File: config.mk
export PLATFORM = sky130hd
export DESIGN_NAME = hazard_ctrl
export DESIGN_NICKNAME = d
export VERILOG_FILES = /design/src/rtl/hazard_pkg.sv /design/src/rtl/hazard_ctrl_load_use_detect.sv /design/src/rtl/hazard_ctrl.sv
export SDC_FILE = /design/constraint.sdc
export NUM_CORES = 1
export LEC_CHECK = 0
export CORE_MARGIN = 5
export CORE_UTILIZATION = 47
export CTS_BUF_LIST = sky130_fd_sc_hd__clkbuf_4 sky130_fd_sc_hd__clkbuf_8
export CTS_CLUSTER_SIZE = 16
export DETAILED_ROUTE_END_ITERATION = 8
export PLACE_DENSITY = 0.92
export SLEW_MARGIN = 20
export SYNTH_ARGS = -nofsm -noshare
export SYNTH_HDL_FRONTEND = slang
export SYNTH_SLANG_ARGS = --single-unit
File: constraint.sdc
create_clock -name clk -period 3.49 [get_ports clk]
set_input_delay 0.698 -clock clk [delete_from_list [all_inputs] [get_ports clk]]
set_output_delay 0.698 -clock clk [all_outputs]
set_load 0.1 [all_outputs]
File: src/rtl/hazard_pkg.sv
// Shared encodings for the pipeline hazard controller: FSM states, the
// per-cycle event classes and the instruction register-field positions.
package hazard_pkg;

  localparam int REG_W = 3;
  localparam int RS_HI = 10;
  localparam int RS_LO = 8;
  localparam int RT_HI = 7;
  localparam int RT_LO = 5;

  typedef enum logic [2:0] {
    ST_RUN   = 3'd0,
    ST_LDUSE = 3'd1,
    ST_DWAIT = 3'd2,
    ST_FLUSH = 3'd3,
    ST_HALT  = 3'd4
  } state_t;

  typedef enum logic [2:0] {
    EV_NONE,
    EV_HALT,
    EV_FREEZE,
    EV_BRANCH,
    EV_LDUSE,
    EV_IMEM,
    EV_HALTED
  } event_t;

  // Priority decode of the winning event. A branch seen in FLUSH is a bubble,
  // and a load-use seen in LDUSE/FLUSH is already covered by forwarding.
  function automatic event_t pick_event(input state_t s, input logic halt,
                                        input logic dmem, input logic br,
                                        input logic lu, input logic imem);
    if (s == ST_HALT)             return EV_HALTED;
    if (s == ST_DWAIT && dmem)    return EV_FREEZE;
    if (halt)                     return EV_HALT;
    if (dmem)                     return EV_FREEZE;
    if (br && s != ST_FLUSH)      return EV_BRANCH;
    if (lu && s != ST_LDUSE && s != ST_FLUSH) return EV_LDUSE;
    if (imem)                     return EV_IMEM;
    return EV_NONE;
  endfunction

endpackage

File: src/rtl/hazard_ctrl_load_use_detect.sv
// Combinational load-use detector: flags when the load in EX writes a
// register that the instruction in decode actually reads.
module load_use_detect
  import hazard_pkg::*;
(
  input  logic [REG_W-1:0] i_rs,
  input  logic [REG_W-1:0] i_rt,
  input  logic [REG_W-1:0] i_dst,
  input  logic             i_uses_rs,
  input  logic             i_uses_rt,
  input  logic             i_mem_read,
  output logic             o_load_use
);

  logic w_rs_hit;
  logic w_rt_hit;

  assign w_rs_hit   = i_uses_rs && (i_dst == i_rs);
  assign w_rt_hit   = i_uses_rt && (i_dst == i_rt);
  assign o_load_use = i_mem_read && (w_rs_hit || w_rt_hit);

endmodule

File: src/rtl/hazard_ctrl.sv
// Pipeline sequencing controller: per-cycle advance/hold/flush decisions for
// the 5-stage pipeline, plus saturating stall and redirect counters.
module hazard_ctrl
  import hazard_pkg::*;
#(
  parameter int CNT_W   = 16,
  parameter int FLUSH_W = 8
) (
  input  logic               clk,
  input  logic               rst,
  input  logic [15:0]        ifid_Instr,
  input  logic               ifid_UsesRs,
  input  logic               ifid_UsesRt,
  input  logic               idex_MemRead,
  input  logic [REG_W-1:0]   idex_RegD,
  input  logic               branch_taken,
  input  logic               imem_busy,
  input  logic               dmem_busy,
  input  logic               halt_req,
  output logic               pc_en,
  output logic               ifid_en,
  output logic               ifid_flush,
  output logic               idex_en,
  output logic               idex_flush,
  output logic               exmem_en,
  output logic               memwb_en,
  output logic               halted,
  output logic [2:0]         state,
  output logic [CNT_W-1:0]   stall_cycles,
  output logic [FLUSH_W-1:0] flush_count
);

  state_t               r_state;
  state_t               w_state_next;
  event_t               w_evt;
  logic                 w_load_use;
  logic [CNT_W-1:0]     r_stall;
  logic [FLUSH_W-1:0]   r_flush;
  logic                 w_unused_instr_bits;

  assign w_unused_instr_bits = ^{ifid_Instr[15:11], ifid_Instr[4:0]};

  load_use_detect u_load_use_detect (
    .i_rs       (ifid_Instr[RS_HI:RS_LO]),
    .i_rt       (ifid_Instr[RT_HI:RT_LO]),
    .i_dst      (idex_RegD),
    .i_uses_rs  (ifid_UsesRs),
    .i_uses_rt  (ifid_UsesRt),
    .i_mem_read (idex_MemRead),
    .o_load_use (w_load_use)
  );

  assign w_evt = pick_event(r_state, halt_req, dmem_busy, branch_taken,
                            w_load_use, imem_busy);

  always_ff @(posedge clk or posedge rst) begin
    if (rst) r_state <= ST_RUN;
    else     r_state <= w_state_next;
  end

  always_comb begin
    w_state_next = ST_RUN;
    case (w_evt)
      EV_HALT, EV_HALTED: w_state_next = ST_HALT;
      EV_FREEZE:          w_state_next = ST_DWAIT;
      EV_BRANCH:          w_state_next = ST_FLUSH;
      EV_LDUSE:           w_state_next = ST_LDUSE;
      default:            w_state_next = ST_RUN;
    endcase
  end

  always_comb begin
    pc_en      = 1'b1;
    ifid_en    = 1'b1;
    ifid_flush = 1'b0;
    idex_en    = 1'b1;
    idex_flush = 1'b0;
    exmem_en   = 1'b1;
    memwb_en   = 1'b1;
    halted     = 1'b0;
    if (rst) begin
      {pc_en, ifid_en, idex_en, exmem_en, memwb_en} = '0;
    end else begin
      case (w_evt)
        EV_HALT, EV_FREEZE: {pc_en, ifid_en, idex_en, exmem_en, memwb_en} = '0;
        EV_HALTED: begin
          {pc_en, ifid_en, idex_en, exmem_en, memwb_en} = '0;
          halted = 1'b1;
        end
        EV_BRANCH: begin
          ifid_flush = 1'b1;
          idex_flush = 1'b1;
        end
        EV_LDUSE: begin
          pc_en      = 1'b0;
          ifid_en    = 1'b0;
          idex_flush = 1'b1;
        end
        EV_IMEM: begin
          pc_en      = 1'b0;
          ifid_flush = 1'b1;
        end
        default: ;
      endcase
      // Synchronous imem still returns the wrong-path fetch one cycle later.
      if (r_state == ST_FLUSH) ifid_flush = 1'b1;
    end
  end

  always_ff @(posedge clk or posedge rst) begin
    if (rst) begin
      r_stall <= '0;
      r_flush <= '0;
    end else begin
      if (!pc_en && r_state != ST_HALT && r_stall != '1) r_stall <= r_stall + 1'b1;
      if (w_evt == EV_BRANCH && r_flush != '1)          r_flush <= r_flush + 1'b1;
    end
  end

  assign state        = r_state;
  assign stall_cycles = r_stall;
  assign flush_count  = r_flush;

endmodule

==> impl_metrics.tcl <==
set metrics [dict create \
    p_per_area_nw_per_um2 448 \
    final_cell_mix "clkdlybuf4s50_1 (32), dfrtp_1 (27), xor2_1 (15), buf_4 (15), nor2_1 (14)" \
    io_buffer_count 52 \
    synth.area.top_cells "dfrtp_1 (45%), xor2_1 (8.8%), xnor2_1 (7.6%)" \
    yosys.area_share.simple 0.231 \
    diodes 0 \
    num-nets-final 233 \
    dp_cells 242 \
    via_per_inst 5.15 \
    wl_per_cell_um 13.3 \
    hold_path_depth 1 \
    setup_violations 0 \
    rows 20 \
    synthDistinctLibCells 37 \
    firstDrtPassIters 4 \
    critical_path_peak_fanout 5 \
    finalNonFillerCells 246 \
    cp.required_ps 2790 \
    vdd_ir_drop_max_mv 0.585 \
    yosysTopAreaCell "dfrtp_1" \
    period_share 0.944 \
    netlist.area_leader.share 0.451 \
    setup-tns-final_ps 0 \
    synth_fp_nets 177 \
    globalplace.congestion 0.805 \
    cpLargestDelayFamily "buffers and inverters" \
    clock_path_buffers 2 \
    drive_above_1_share 0.213 \
    antenna_found_initial 0 \
    post_synth.cell_area_avg_sq_um 10.2 \
    initial_core_util 0.491 \
    synth_adder_area_share 0.0167 \
    critical_path.cell_chain "clkdlybuf4s50_1, nor2_1, a32oi_1, a211oi_4, nand2b_1, and2_1, buf_12" \
    crit-reg2reg-capture "stall_cycles[1]" \
    hold_violations 0 \
    die_area_sq_um 4420 \
    crit_type "in -> out" \
    max-cap-violations 0 \
    syn_inst 147 \
    hp-start "flush_count[7]" \
    place_hpwl_um 2570 \
    cp-end-kind "primary output" \
    seq_area_frac_synth 0.451 \
    vias 1267 \
    cts_tree "yes" \
    synth_mux_area_frac 0.0150 \
    grt_usage 0.159 \
    grt-ovfl-total 0 \
    final.min_clock_period_ps 3290 \
    clock-sinks 27 \
    fp.dieW_um 66.5 \
    post-route-drc-count 0 \
    clk_latency_ps 310 \
    clk_pin_slew_ps 130 \
    synth-compound-area-share 0.0819 \
    min_to "flush_count[7]" \
    ant_nets 0 \
    hold_ws_ps 512 \
    synth_top_family_by_area "simple AND/OR/NAND/NOR gates" \
    relSlewSlack 0.349 \
    hold_buffers 0 \
    crit_slowest_cell "clkdlybuf4s50_1" \
    reg2reg_from "state[0]" \
    worstSetupStartpointType "input pin" \
    critPathMaxStageDelay_ps 480 \
    hold_path_class "reg -> reg" \
    syn-cell-area_sq_um 1500 \
    core_sq_um 3050 \
    cp.arrival_ps 2600 \
    tightestPinTransition_ps 974 \
    cts_root_buf "clkbuf_4" \
    ios 63 \
    rsz0062_at_grt "false" \
    ys_ff_latch 27 \
    grt_pass1_wl_um 5540 \
    fillers 256 \
    reg2reg_depth 5 \
    fmax_ghz 0.304 \
    drt_iter0_drc 56 \
    finalWirelength_um 3270 \
    yosysWarnings 0 \
    outcome "finished clean" \
    cts-buffers-inserted 3 \
    layout_commonest_cell "clkdlybuf4s50_1" \
    slew_violations 0 \
    synth_xor_area_frac 0.164 \
    fp.dieH_um 66.5 \
    leakage_uw 0.000958 \
    r2r_slack_ps 1110 \
    grt_pass1_vias 1223 \
    fin_worst_skew_ps 5.45 \
    htree_levels 1 \
    grt_max_degree 17 \
    area_growth_syn_to_layout_pct 43.8 \
    path_buf_inv 2 \
]
-- flip-flops by register name (all words and copies together) (netlist names) --
| name | flops |
|---|---|
| state | 3 |
| flush_count | 8 |
| stall_cycles | 16 |
-- cell families (layout without fill, tap and decap cells) --
logic type	after synthesis	after routing
adders and majority gates	2	2
xor gates and xnor gates	28	28
AOI/OAI and AO/OA	15	15
muxes	2	2
DFF	27	27
buffers and inverters	12	67
and+or+nand+nor	61	61
-- power by group --
part	switching [uW]	internal (uW)	total (uW)	leakage (uW)
sequential	45.7	348	393	0.000347
clock	83.4	52.4	136	0.0000184
combinational	326	110	436	0.000592
-- cells in the mapped netlist, drive strengths merged --
library cell / n
a211oi: 1
a21bo: 1
a21o: 1
a21oi: 3
a31oi: 2
a32oi: 1
and2: 1
and3: 3
buf: 3
dfrtp: 27
ha: 2
inv: 9
mux2: 2
nand2: 6
nand2b: 1
nand3: 10
nand3b: 1
nand4: 7
nor2: 15
nor2b: 1
nor3: 8
nor3b: 1
nor4: 3
o2111a: 1
o211ai: 1
o21ai: 4
or2: 2
or3: 1
or3b: 1
xnor2: 13
xor2: 15
-- metal layers --
metal | GRT usage | vias up | wire length (um)
li1 | - | 617 | -
met1 | 0.216 | 596 | 1460
met2 | 0.257 | 50 | 1460
met3 | 0.0371 | 4 | 325
met4 | 0.0381 | 0 | 24
met5 | 0 | - | 0
-- per-stage QoR --
step                      setup WS, ps  instance area [sq um]  power, uW  utilization
after floorplan                   24.5                   1510        719            -
after global routing              70.3                   2150       1020        0.705
after detailed placement           113                   2120        837        0.693
after CTS                         98.6                   2150        977        0.703
after global placement             126                   2120        831        0.693
final                              196                   2150        966        0.705
-- area by class of cell --
type | instances | area [sq um] | share of cell area
Multi-Input combinational cell | 108 | 786 | 0.365
Tap cell | 44 | 55.1 | 0.0256
Sequential cell | 27 | 676 | 0.314
Inverter | 9 | 33.8 | 0.0157
Clock buffer | 4 | 30.0 | 0.0139
Timing Repair Buffer | 54 | 573 | 0.266
-- worst max path at each step --
stage	cells after the start	start	end
finish	7	dmem_busy	idex_flush
global placement	7	dmem_busy	idex_flush
CTS	7	dmem_busy	idex_flush
detailed placement	7	dmem_busy	idex_flush
floorplan	3	rst	ifid_en
global route	7	halt_req	idex_flush
-- what timing repair did --
item | CTS | global route
gates resized for setup | 0 | 1
setup buffers | 0 | 0
setup endpoints to repair | 0 | 1
endpoints found under the hold margin | 0 | 0
(Power assumes the default switching activity.)
